`src/rtl/writeback_unit.sv`:
```
// Writeback stage: selects the result word, commits it to the architectural
// register file, serves the two decode read ports (optional write-through),
// exposes a WB forwarding tap, tracks the sticky halt state and counts
// retired instructions.
module writeback_unit #(
    parameter bit BYPASS = 1'b1
) (
    input  logic        CLK,
    input  logic        RST,
    input  logic        wb_valid,
    input  logic        regWr,
    input  logic [4:0]  wsel,
    input  logic [1:0]  MemToReg,
    input  logic [31:0] dmemload,
    input  logic [31:0] portO,
    input  logic [31:0] luiValue,
    input  logic [31:0] pcp4,
    input  logic        halt,
    input  logic [5:0]  op_wb,
    input  logic [4:0]  rsel1,
    input  logic [4:0]  rsel2,
    output logic [31:0] rdat1,
    output logic [31:0] rdat2,
    output logic        fwd_valid,
    output logic [4:0]  fwd_sel,
    output logic [31:0] fwd_data,
    output logic        halted,
    output logic [31:0] retired
);

    typedef enum logic {
        ST_RUN    = 1'b0,
        ST_HALTED = 1'b1
    } state_t;

    state_t      r_state;
    logic        r_halted;
    logic [31:0] r_retired;
    logic [31:0] r_regs [1:31];

    logic [31:0] w_wdat;
    logic        w_we;
    logic [31:1] w_wr_en;
    logic        w_unused_op;

    // The opcode is carried for observability only; halt detection uses the halt input.
    assign w_unused_op = ^op_wb;

    // Result select: 00 ALU, 01 load data, 10 LUI value, 11 link address.
    always_comb begin
        w_wdat = portO;
        case (MemToReg)
            2'b00: w_wdat = portO;
            2'b01: w_wdat = dmemload;
            2'b10: w_wdat = luiValue;
            2'b11: w_wdat = pcp4;
            default: w_wdat = portO;
        endcase
    end

    // A write commits only for a real, non-halted instruction targeting a nonzero register.
    assign w_we = wb_valid & regWr & ~r_halted & (wsel != 5'd0);

    // One-hot write enable per physical register; register 0 has no storage.
    genvar gi;
    generate
        for (gi = 1; gi < 32; gi++) begin : g_wr_en
            assign w_wr_en[gi] = w_we & (wsel == 5'(gi));
        end
    endgenerate

    // Register file storage, cleared asynchronously so an in-flight write is lost on reset.
    always_ff @(posedge CLK or posedge RST) begin
        if (RST) begin
            for (int i = 1; i < 32; i++) begin
                r_regs[i] <= '0;
            end
        end else begin
            for (int i = 1; i < 32; i++) begin
                if (w_wr_en[i]) begin
                    r_regs[i] <= w_wdat;
                end
            end
        end
    end

    // Read port 1: zero register, then same-cycle bypass, then stored value.
    always_comb begin
        rdat1 = '0;
        if (rsel1 != 5'd0) begin
            if (BYPASS && w_we && (wsel == rsel1)) begin
                rdat1 = w_wdat;
            end else begin
                rdat1 = r_regs[rsel1];
            end
        end
    end

    // Read port 2: same priority as port 1 so equal selects return equal data.
    always_comb begin
        rdat2 = '0;
        if (rsel2 != 5'd0) begin
            if (BYPASS && w_we && (wsel == rsel2)) begin
                rdat2 = w_wdat;
            end else begin
                rdat2 = r_regs[rsel2];
            end
        end
    end

    // Halt FSM with the retire counter; HALT itself retires, then everything freezes.
    always_ff @(posedge CLK or posedge RST) begin
        if (RST) begin
            r_state   <= ST_RUN;
            r_halted  <= 1'b0;
            r_retired <= '0;
        end else begin
            case (r_state)
                ST_RUN: begin
                    if (wb_valid) begin
                        r_retired <= r_retired + 32'd1;
                    end
                    if (wb_valid && halt) begin
                        r_state  <= ST_HALTED;
                        r_halted <= 1'b1;
                    end
                end
                ST_HALTED: begin
                    r_halted <= 1'b1;
                end
                default: begin
                    r_state  <= ST_RUN;
                    r_halted <= 1'b0;
                end
            endcase
        end
    end

    assign fwd_valid = w_we;
    assign fwd_sel   = wsel;
    assign fwd_data  = w_wdat;
    assign halted    = r_halted;
    assign retired   = r_retired;

endmodule

```
`config.mk`:
```
export PLATFORM = sky130hd
export DESIGN_NAME = writeback_unit
export DESIGN_NICKNAME = d
export VERILOG_FILES = /design/src/rtl/writeback_unit.sv
export SDC_FILE = /design/constraint.sdc
export NUM_CORES = 2
export LEC_CHECK = 0
export CAP_MARGIN = 25
export CORE_MARGIN = 2
export CORE_UTILIZATION = 58
export CTS_BUF_LIST = sky130_fd_sc_hd__clkbuf_16
export CTS_CLUSTER_DIAMETER = 60
export DETAILED_ROUTE_END_ITERATION = 12
export HOLD_SLACK_MARGIN = 0.15
export PLACE_DENSITY = 0.78
export SLEW_MARGIN = 20
export SYNTH_ARGS = -nofsm -noshare
export SYNTH_HDL_FRONTEND = slang
export SYNTH_SLANG_ARGS = --single-unit
export TNS_END_PERCENT = 30
```
`constraint.sdc`:
```
create_clock -name CLK -period 61.5 [get_ports CLK]
set_input_delay 6.15 -clock CLK [delete_from_list [all_inputs] [get_ports CLK]]
set_output_delay 6.15 -clock CLK [all_outputs]
set_load 0.1 [all_outputs]
```
## After elaboration in Yosys (flattened, before gate mapping)

Index checks and enable logic that the tools add are counted.

- Bits in registers: 1026

- Add/sub/neg operators: 1
- $lt $le $gt $ge: 2
- Eq/ne operators: 37
- Multiplexer cells: 15
- Bitwise operators: 38
- Reduce and logical (&&, ||, !) cells: 8

Operator list:

| operator | number |
|---|---|
| 32-bit binary-select mux with 5-bit select | 2 |
| 32-bit 2-to-1 mux | 8 |
| 32-bit case mux with 4 select lines | 1 |
| 5-bit equality test, second input constant | 16 |
| 5-bit by 4-bit equality test with 1-bit output, second input constant | 8 |
| 1-bit AND | 34 |
| 32-bit by 1-bit adder with 32-bit output, second input constant | 1 |
| 5-bit by 3-bit equality test with 1-bit output, second input constant | 4 |
| 5-bit nonzero test | 3 |
| 6-bit greater-or-equal comparator, second input constant | 2 |
| 5-bit inverter with 6-bit output | 2 |
| 5-bit by 2-bit equality test with 1-bit output, second input constant | 2 |
| 5-bit equality test | 2 |
| 5-bit by 1-bit equality test with 1-bit output, second input constant | 1 |
| 2-bit equality test, second input constant | 2 |
| 1-bit logical AND | 3 |
| 1-bit 2-to-1 mux | 3 |
| 2-bit by 1-bit equality test with 1-bit output, second input constant | 1 |
| 2-bit logical NOT | 1 |
| 2-bit != test, second input constant | 1 |
| 1-bit inverter | 2 |
| 1-bit case mux with 2 select lines | 1 |
| 2-bit AND reduction | 1 |

## Logic depth before layout (Yosys ltp)

- Depth after elaboration: 6
- Mapped depth: 10

## Worst setup path after synthesis

No wires, ideal clock.

- Path kind: input to output
- Start point: input port wsel[1]
- End point: output port rdat1[31]
- Arrival: 9723 ps
- Required time: 55350 ps
- Slack: 45627 ps
- Stages: 6
- Cells stage by stage: buf_2 -> or4_4 -> a21oi_4 -> nor3_1 -> buf_4 -> a222oi_1

- Word-level cells in the longest chain between the ends: 5
- Elaborated cells between the ends (all ways): 6

RTL lines:

| what | line | text |
|---|---|---|
| start: declaration | 12 | `input logic [4:0] wsel,` |
| 5-bit nonzero test | 62 | `assign w_we = wb_valid & regWr & ~r_halted & (wsel != 5'd0);` |
| 1-bit AND | 62 |  |
| 1-bit logical AND (*) | 91 | `if (BYPASS && w_we && (wsel == rsel1)) begin` |
| 32-bit 2-to-1 mux (*) | 91 |  |
| 32-bit 2-to-1 mux (*) | 90 | `if (rsel1 != 5'd0) begin` |
| end: declaration | 22 | `output logic [31:0] rdat1,` |

Every way passes the cells marked *; elsewhere a longest branch is shown, timed or not.

## Worst setup path after layout

- Start point: input port rsel2[2]
- End point: output port rdat2[29]

- Word-level cells in the longest chain between the ends: 6
- Elaborated cells between the ends (all ways): 9

RTL lines:

| what | line | text |
|---|---|---|
| start: declaration | 21 | `input logic [4:0] rsel2,` |
| 5-bit inverter with 6-bit output (implied by the code) | 106 | `rdat2 = r_regs[rsel2];` |
| 32-bit binary-select mux with 5-bit select | 106 |  |
| 32-bit 2-to-1 mux (implied by the code) (2 in a row) | 106 |  |
| 32-bit 2-to-1 mux | 103 | `if (BYPASS && w_we && (wsel == rsel2)) begin` |
| 32-bit 2-to-1 mux (*) | 102 | `if (rsel2 != 5'd0) begin` |
| end: declaration | 23 | `output logic [31:0] rdat2,` |

Every way passes the cells marked *; elsewhere a longest branch is shown, timed or not. The select of a mux whose other input is x is not followed.

==> results.json <==
{
  "status": "complete, no violations",
  "placed_area_um2": 57900,
  "io_buffers": 284,
  "post-route-period-util_pct": 29.0,
  "irDropWorstVdd_mv": 0.0250,
  "core_area_um2": 93300,
  "syn_to_final_growth_pct": 12.6,
  "h-tree-depth": 3,
  "start_kind": "input port",
  "syn-num-nets": 5303,
  "first_iter_violations": 6261,
  "synthFlopType": "dfrtp_1",
  "start_util_pct": 58.6,
  "num_io_pins": 291,
  "relSlewSlack_pct": 19.3,
  "end_kind": "output port",
  "drive_above_1_share_pct": 17.2,
  "setup_violations": 0,
  "worstPathRequired_ns": 55.35,
  "ant_nets": 0,
  "path_clk_slew_ns": 0.06,
  "synth_edf_count": 0,
  "routed_via_density": 6.91,
  "slowest_stage": "clkdlybuf4s50_1",
  "wl_per_cell_um": 27.9,
  "antenna_found_initial": 6,
  "pwr-share-clk_pct": 41.6,
  "synth.distinct_cells": 73,
  "path_cells": "buf_6 -> buf_4 -> buf_4 -> and2_1 -> a22oi_1 -> nand3_1 -> nor2_1 -> a211oi_1 -> clkdlybuf4s50_1",
  "cpPeakStageDelay_ns": 1.32,
  "switching_share_pct": 28.3,
  "crit_path_frequent_cell": "buf_4",
  "maxSlewViolCount": 0,
  "switchingPower_w": 0.000434,
  "die-area_um2": 96800,
  "globalRouteTotalUtil_pct": 37.1,
  "std_cell_rows": 112,
  "power_density_nw_per_um2": 24.9,
  "tightest_slew_ns": 1.21,
  "layout_common_cells": "nand2_1 (1106), o21ai_0 (1032), dfrtp_1 (1026), mux4_2 (380), clkdlybuf4s50_1 (273)",
  "cts_buffers": 108,
  "postCtsSetupRepairBufs": 0,
  "period_minus_slack_ns": 17.86,
  "synth_area_leaders": "dfrtp_1 (47%), mux4_2 (16%), o21ai_0 (9.6%)",
  "post-route-drc-count": 0,
  "syn_area_per_cell_um2": 10.6,
  "crit_type": "input port to output port",
  "hold_class": "flip-flop to flip-flop",
  "layout_commonest_cell": "nand2_1",
  "drt_pass1_iterations": 8,
  "die_y_um": 311,
  "synth-warning-count": 0,
  "hold_buffers": 0,
  "synth_top_area_share_pct": 47.0,
  "num_vias": 44800,
  "timing.fmax_mhz": 56.0,
  "hpwl_mm": 104,
  "grt_pass1_vias": 44300,
  "wirelength_mm": 181,
  "fin_ws_ns": 43.64,
  "fin_nets": 5299,
  "internal_power_w": 0.00110,
  "synth.cell_area_um2": 54700,
  "syn_inst": 5146,
  "cts_tree": "yes",
  "tns_ns": 0,
  "hold_viol": 0,
  "clk_latency_ns": 0.71,
  "clkSinkCount": 1026,
  "clock_skew_ns": 0.0209,
  "pre_cts_slack_ns": 43.87,
  "synth_seq_cells": 1026,
  "gp_congestion": 0.879,
  "grt_pass1_wl_mm": 272,
  "crit_fanout": 58,
  "worstPathArrival_ns": 11.71,
  "clk_path_buf_depth": 3,
  "critical_path.top_delay_family": "buffers and inverters",
  "leakagePower_nw": 26.2,
  "maxCapViolCount": 0,
  "finish.instance_area_um2": 61600,
  "rsz0062_at_grt": "false",
  "grt_max_degree": 168,
  "yosysTopAreaCell": "dfrtp_1",
  "cts_resized": 0,
  "worst-path-buf-inv": 4,
  "grt-ovfl-total": 0,
  "chipWidth_um": 311,
  "seq_area_frac_synth_pct": 47.0,
  "p_seq_share_pct": 44.9,
  "async_flop_share_pct": 100,
  "comb_power_share_pct": 13.4,
  "cts_root_buf": "clkbuf_16"
}
[metrics by stage]
step | power, W | utilization [%] | cells | hold WS [ns]
3_3_place_gp | 0.000901 | 62.0 | 6273 | 0.456
5_1_grt | 0.00157 | 65.9 | 6475 | 0.484
4_1_cts | 0.00153 | 65.6 | 6463 | 0.474
6_report | 0.00154 | 66.0 | 6478 | 0.472
3_5_place_dp | 0.000903 | 62.0 | 6274 | 0.466
2_1_floorplan | 0.000838 | - | 5146 | 0.440
[worst reg2reg max path, stage by stage (launching register included)]
cell and delay [ns]:
dfrtp_1 0.39, and3b_1 0.74, nand4_1 0.98, buf_4 0.71, nand2_1 0.26, o21ai_0 0.10
[final cells by class]
type / count / area, um2
fill: 7092 / 31800
timing repair buffer: 411 / 4060
sequential: 1026 / 25700
multi-input combinational: 3551 / 26700
antenna: 3 / 7.51
inverter: 44 / 173
clock inverter: 79 / 637
clock buffer: 110 / 2750
tap: 1254 / 1570
[synth_stat cells (all sizes together), types with 3 or more instances]
cell	count
a2111oi	12
a211o	6
a211oi	43
a21boi	5
a21oi	36
a221o	21
a221oi	96
a222oi	4
a22o	4
a22oi	61
a31oi	6
and2	9
and3	4
and4	5
buf	179
clkbuf	346
dfrtp	1026
inv	42
mux2	163
mux2i	170
mux4	381
nand2	1106
nand2b	7
nand3	37
nand4	23
nor2	79
nor2b	30
nor3	20
nor3b	19
nor4	7
o211a	8
o211ai	3
o21ai	1066
o221ai	25
o22a	3
o22ai	19
o31a	12
o31ai	4
or2	4
xnor2	31
xor2	9
[path summary, 6_finish.rpt]
| path | start | end | slack [ns] | cells past startpoint |
|---|---|---|---|---|
| hold / removal | retired[31]$_DFFE_PP0P_ | retired[31]$_DFFE_PP0P_ | 0.47 | 1 |
| setup reg to reg | halted$_DFFE_PP0P_ | r_regs[493]$_DFFE_PP0P_ | 58.17 | 5 |
| hold reg to reg | retired[31]$_DFFE_PP0P_ | retired[31]$_DFFE_PP0P_ | 0.47 | 1 |
| max in group asynchronous | RST | r_regs[201]$_DFFE_PP0P_ | 52.36 | 7 |
| setup / recovery | rsel2[2] | rdat2[29] | 43.64 | 9 |
| min in group asynchronous | RST | r_regs[979]$_DFFE_PP0P_ | 5.83 | 2 |
[power by group through the flow]
stage	Clock, W	Sequential [W]	Combinational [W]
floorplan	0	0.000707	0.000130
global placement	0	0.000701	0.000200
detailed placement	0	0.000701	0.000202
CTS	0.000640	0.000689	0.000203
global route	0.000670	0.000690	0.000215
finish	0.000639	0.000689	0.000206
[routing by layer]
metal / vias to the layer above / track usage, % / share of wire (%)
li1: 18700 / - / -
met1: 22100 / 49.5 / 36
met2: 3267 / 54.9 / 44
met3: 676 / 11.6 / 14
met4: 6 / 19.6 / 5.8
met5: - / 0 / 0.022
[registers in the layout, summed over array words and instances, names as in the netlist]
name     count
halted       1
r_state      1
r_regs     992
retired     32
[cell families (layout without fill, tap and decap cells)]
kind of cell	count (synthesis)	in the layout	synth area share (%)
compound gates	1439	1439	15.3
xor+xnor	40	40	0.641
fa+ha+maj	1	1	0.0229
buf+inv	569	644	4.84
flops	1026	1026	47.0
mux	714	714	22.2
other cells	0	3	0
simple gates	1357	1357	10.1
Power figures use the tool's default switching activity.
